File: src/rtl/dnn_sched.sv
// dnn_sched: issue/capture controller for the two-layer DNN datapath.
// Holds the 24-entry weight bank, issues input vectors, follows them with a
// token pipeline matched to the datapath latency, and buffers results in an
// in-order FIFO. A pending weight write stalls issue until the pipe drains,
// so weights are stable for every vector between issue and capture.
module dnn_sched #(
  parameter int I_W   = 7,
  parameter int PERF  = 2,
  parameter int DEPTH = 8
) (
  input  logic                  clk,
  input  logic                  rst_n,
  input  logic                  s_valid,
  output logic                  s_ready,
  input  logic signed [I_W-1:0] s_x0,
  input  logic signed [I_W-1:0] s_x1,
  input  logic signed [I_W-1:0] s_x2,
  input  logic signed [I_W-1:0] s_x3,
  input  logic                  cfg_valid,
  output logic                  cfg_ready,
  input  logic [4:0]            cfg_addr,
  input  logic signed [4:0]     cfg_data,
  output logic signed [I_W-1:0] dp_x0,
  output logic signed [I_W-1:0] dp_x1,
  output logic signed [I_W-1:0] dp_x2,
  output logic signed [I_W-1:0] dp_x3,
  output logic                  dp_in_ready,
  output logic signed [4:0]     dp_w04, dp_w05, dp_w06, dp_w07,
  output logic signed [4:0]     dp_w14, dp_w15, dp_w16, dp_w17,
  output logic signed [4:0]     dp_w24, dp_w25, dp_w26, dp_w27,
  output logic signed [4:0]     dp_w34, dp_w35, dp_w36, dp_w37,
  output logic signed [4:0]     dp_w48, dp_w49, dp_w58, dp_w59,
  output logic signed [4:0]     dp_w68, dp_w69, dp_w78, dp_w79,
  input  logic signed [I_W+12:0] dp_out0,
  input  logic signed [I_W+12:0] dp_out1,
  output logic                  m_valid,
  input  logic                  m_ready,
  output logic signed [I_W+12:0] m_out0,
  output logic signed [I_W+12:0] m_out1,
  output logic                  busy
);

  localparam int LAT = (PERF == 2) ? 6 : 3;
  localparam int OW  = I_W + 13;
  localparam int CW  = $clog2(DEPTH + LAT + 1) + 1;
  localparam int PW  = (DEPTH > 1) ? $clog2(DEPTH) : 1;

  typedef enum logic [1:0] {S_IDLE, S_RUN, S_DRAIN} state_t;

  logic signed [4:0] r_w [24];
  logic [LAT-1:0]    r_tok;
  logic [CW-1:0]     r_inflight;
  logic [CW-1:0]     r_occ;
  logic [2*OW-1:0]   r_mem [DEPTH];
  logic [PW-1:0]     r_wp;
  logic [PW-1:0]     r_rp;
  state_t            r_state;

  logic          w_fire;
  logic          w_cap;
  logic          w_pop;
  logic          w_cfg_acc;
  logic          w_credit;
  logic [CW-1:0] w_inflight_nxt;

  function automatic logic [PW-1:0] ptr_inc(input logic [PW-1:0] p);
    return (p == PW'(DEPTH - 1)) ? '0 : p + PW'(1);
  endfunction

  // Credit counts only registered occupancy: a same-cycle pop is not reused.
  assign w_credit       = (r_inflight + r_occ) < CW'(DEPTH);
  assign s_ready        = rst_n & ~cfg_valid & w_credit;
  assign cfg_ready      = rst_n & (r_state == S_IDLE);
  assign w_fire         = s_valid & s_ready;
  assign w_cfg_acc      = cfg_valid & cfg_ready;
  assign w_cap          = r_tok[LAT-1];
  assign m_valid        = (r_occ != '0);
  assign w_pop          = m_valid & m_ready;
  assign w_inflight_nxt = r_inflight + CW'(w_fire) - CW'(w_cap);
  assign busy           = (r_inflight != '0) | (r_occ != '0);

  assign dp_in_ready = w_fire;
  assign dp_x0 = s_x0;
  assign dp_x1 = s_x1;
  assign dp_x2 = s_x2;
  assign dp_x3 = s_x3;

  // Layer-1 weights: addr 4*i+j drives w{i}{4+j}
  assign dp_w04 = r_w[0];  assign dp_w05 = r_w[1];  assign dp_w06 = r_w[2];  assign dp_w07 = r_w[3];
  assign dp_w14 = r_w[4];  assign dp_w15 = r_w[5];  assign dp_w16 = r_w[6];  assign dp_w17 = r_w[7];
  assign dp_w24 = r_w[8];  assign dp_w25 = r_w[9];  assign dp_w26 = r_w[10]; assign dp_w27 = r_w[11];
  assign dp_w34 = r_w[12]; assign dp_w35 = r_w[13]; assign dp_w36 = r_w[14]; assign dp_w37 = r_w[15];
  // Layer-2 weights: addr 16+2*k+j drives w{4+k}{8+j}
  assign dp_w48 = r_w[16]; assign dp_w49 = r_w[17];
  assign dp_w58 = r_w[18]; assign dp_w59 = r_w[19];
  assign dp_w68 = r_w[20]; assign dp_w69 = r_w[21];
  assign dp_w78 = r_w[22]; assign dp_w79 = r_w[23];

  assign m_out0 = r_mem[r_rp][OW-1:0];
  assign m_out1 = r_mem[r_rp][2*OW-1:OW];

  // Weight bank: writes land only when the pipe is empty; addr 24..31 are sinks
  always_ff @(posedge clk) begin
    if (!rst_n) begin
      for (int i = 0; i < 24; i++) r_w[i] <= '0;
    end else if (w_cfg_acc && (cfg_addr < 5'd24)) begin
      r_w[cfg_addr] <= cfg_data;
    end
  end

  // Token pipe mirrors datapath latency; state tracks the in-flight count
  always_ff @(posedge clk) begin
    if (!rst_n) begin
      r_tok      <= '0;
      r_inflight <= '0;
      r_state    <= S_IDLE;
    end else begin
      r_tok      <= {r_tok[LAT-2:0], w_fire};
      r_inflight <= w_inflight_nxt;
      if (w_inflight_nxt == '0) r_state <= S_IDLE;
      else if (cfg_valid)       r_state <= S_DRAIN;
      else                      r_state <= S_RUN;
    end
  end

  // Result FIFO pointers and occupancy; push on token capture, pop on m handshake
  always_ff @(posedge clk) begin
    if (!rst_n) begin
      r_wp  <= '0;
      r_rp  <= '0;
      r_occ <= '0;
    end else begin
      if (w_cap) r_wp <= ptr_inc(r_wp);
      if (w_pop) r_rp <= ptr_inc(r_rp);
      r_occ <= r_occ + CW'(w_cap) - CW'(w_pop);
    end
  end

  // Result storage; contents are meaningless unless counted in r_occ
  always_ff @(posedge clk) begin
    if (w_cap) r_mem[r_wp] <= {dp_out1, dp_out0};
  end

endmodule

File: config.mk
export PLATFORM = sky130hd
export DESIGN_NAME = dnn_sched
export DESIGN_NICKNAME = d
export VERILOG_FILES = /design/src/rtl/dnn_sched.sv
export SDC_FILE = /design/constraint.sdc
export NUM_CORES = 1
export LEC_CHECK = 0
export CORE_AREA = 2 2 193 195
export CTS_BUF_LIST = sky130_fd_sc_hd__clkbuf_8
export DETAILED_ROUTE_END_ITERATION = 6
export DIE_AREA = 0 0 195 197
export GPL_TIMING_DRIVEN = 1
export PLACE_DENSITY = 0.78
export SLEW_MARGIN = 30
export SYNTH_ARGS = -nofsm -noshare
export SYNTH_HDL_FRONTEND = slang
export SYNTH_SLANG_ARGS = --single-unit
File: constraint.sdc
create_clock -name clk -period 3.8 [get_ports clk]
set_input_delay 0.76 -clock clk [delete_from_list [all_inputs] [get_ports clk]]
set_output_delay 0.76 -clock clk [all_outputs]
set_load 0.02 [all_outputs]
==> out/metrics.cfg <==
[detailed_routing]
avgViaCountPerCell=5.48
antenna_left=0
post_drt_wl_per_cell_um=22.8
firstDrtPassIters=5
drt_iter0_drc=574
wl_um=39800
num_vias=9560
drc_errors=0

[yosys]
async_flop_share=0
syn-num-nets=1063
yosysSeqAreaShare=0.750
ys.flop_type=edfxtp_1
synth_edf_count=440
synth-seq-cells=467
syn_avg_cell_area_um2=19.1
yosysWarnings=0
synth_top_area_cell=edfxtp_1
yosysMostFrequentCell=edfxtp_1
yosysTopAreaCellShare=0.720
synth_area_leaders=edfxtp_1 72%, mux4_1 11%, dfxtp_1 2.9%
syn_inst=959
yosysUniqueCellTypes=35
synth_commonest_cells=440 x edfxtp_1, 142 x nor2_1, 80 x mux4_1
synth.cell_area_um2=18300

[cts]
clk_latency_ns=0.61
hold_buffers=0
cts_buffer_depth=3
clock-sinks=467
cts_tree=built
clockRootBuffer=clkbuf_8
clk_pin_slew_ns=0.06
cts_max_level=3
numCtsBuffers=76

[run]
cap_violations=0

[sta]
fin_crit_sh=0.936
setup_tns_ns=0
worst-slew-pin-transition_ns=0.712
slew_viol_final=0
fin_hold_ws_ns=0.436
finClkSkew_ns=0.0257
rsz0062_at_grt=no
fmax_ghz=0.281
slew_headroom=0.520
finalCriticalPeriod_ns=3.56
finalSetupViolCount=0
fin_ws_ns=0.243
finalHoldViolCount=0

[global_routing]
gr-total-overflow=0
grt_max_degree=59
grt_usage=0.210
grt_pass1_vias=10100
antenna_found_initial=2
grt_pass1_wl_um=59600

[placement]
io_buffer_count=219
dpl_cell_area_um2=21100
routabilityCongestion=0.915
hpwl_um=24500
pre_cts_ws_ns=0.419

[floorplanning]
fp-row-count=70
die_y_um=197
io_pins=276
core-area_um2=36300
die-area_um2=38400
die_w_um=195
start_util=0.506

[pwr]
power.leakage_nw=7.51
total_power_mw=11.6
ir_worst_vdd_mv=0.368
p_per_area_nw_per_um2=518

[worst_hold_path]
worstHoldPathCells=1
min_path_type=reg -> reg
hold_start=r_tok[0]
hold_end=r_tok[1]

[layout]
nNetsFinal=1329
postLayoutCellArea_um2=22400
drive_above_1_share=0.144
area_growth_pct=22.0

[critical_path]
worstRegToRegCells=12
arrival_ns=2.80
critPathKind=reg -> out
r2r_slack_ns=0.62
end_kind=output port
cp_max_fo=58
r2r-start=r_inflight[1]
r2r-end=r_state[0]
cp-start-kind=register
crit_required_ns=3.04

[run_status]
status=finished clean

final cells by class:
cell class	instances	area (um2)
clock buffers	78	1070
multi-input cells	407	4140
clock inverters	52	250
inverters	18	67.6
diodes	1	2.50
flip-flops and latches	467	13800
well taps	468	586
repair buffers	255	2500
fillers	2514	13900
worst max-delay path by stage:
stage / slack [ns] / to / cells after the start / startpoint
after detailed placement: 0.42 / r_state[0] / 10 / rst_n
after CTS: 0.15 / m_out0[9] / 4 / register
after global placement: 0.43 / r_state[0] / 10 / rst_n
after floorplan: 0.0004 / r_mem[0][0] / 2 / r_tok[5]
after global routing: 0.10 / m_out0[7] / 4 / register
final: 0.24 / m_out0[9] / 4 / register
placed cells by master (no fill, tap or decap), types with 4 or more instances in the layout:
master / count
edfxtp_1: 440
clkdlybuf4s50_1: 218
nor2_1: 136
mux4_1: 80
clkbuf_8: 78
mux2_2: 40
inv_1: 36
buf_4: 33
nand2_1: 31
o21ai_0: 25
dfxtp_1: 24
ha_1: 19
clkinv_1: 18
a21oi_1: 10
clkinv_2: 10
and2_1: 9
nand2b_1: 8
xnor2_1: 7
nor2_4: 6
nor3b_1: 4
nand4b_1: 4
report_power, final:
part	total [mW]	switching (mW)	internal (mW)
logic	1.95	0.960	0.993
clock network	3.80	1.88	1.92
registers	5.83	0.0976	5.73
kinds of logic (layout without fill, tap and decap cells):
kind of cell | count (synthesis) | count (layout) | synth area share
DFF | 467 | 467 | 0.750
and+or+nand+nor | 214 | 214 | 0.0509
muxes | 121 | 121 | 0.140
buffers and inverters | 85 | 403 | 0.0276
AOI/OAI and AO/OA | 42 | 42 | 0.0124
adders and majority gates | 21 | 21 | 0.0151
xor gates and xnor gates | 9 | 9 | 0.00430
other | 0 | 1 | 0
registers in the layout, summed over array words and instances (netlist names), named ones only:
register    cells
r_wp            3
r_inflight      5
r_occ           5
r_tok           6
r_w           120
r_mem         320
r_rp            3
r_state         2
critical path, cell delays in order (launching register included):
cell and delay, ns:
dfxtp_4 0.36, buf_12 0.33, mux4_1 0.62, mux2_2 0.29, clkdlybuf4s50_1 0.59
repair_timing:
action                                  in CTS  in global routing
endpoints found under the setup margin       1                  0
setup buffers                                0                  0
resized for setup                            1                  0
through the flow:
step,util,std cells
after floorplan,-,959
after global placement,0.581,1615
after detailed placement,0.581,1615
after CTS,0.617,1745
after global routing,0.617,1745
final,0.617,1746
per-layer routing:
layer,track usage,vias up,routed length (um)
met5,0,-,16
met4,0.0684,2,930
met3,0.0945,65,4420
met2,0.345,382,19300
met1,0.247,4820,15200
li1,-,4291,-
(Power assumes the default switching activity.)
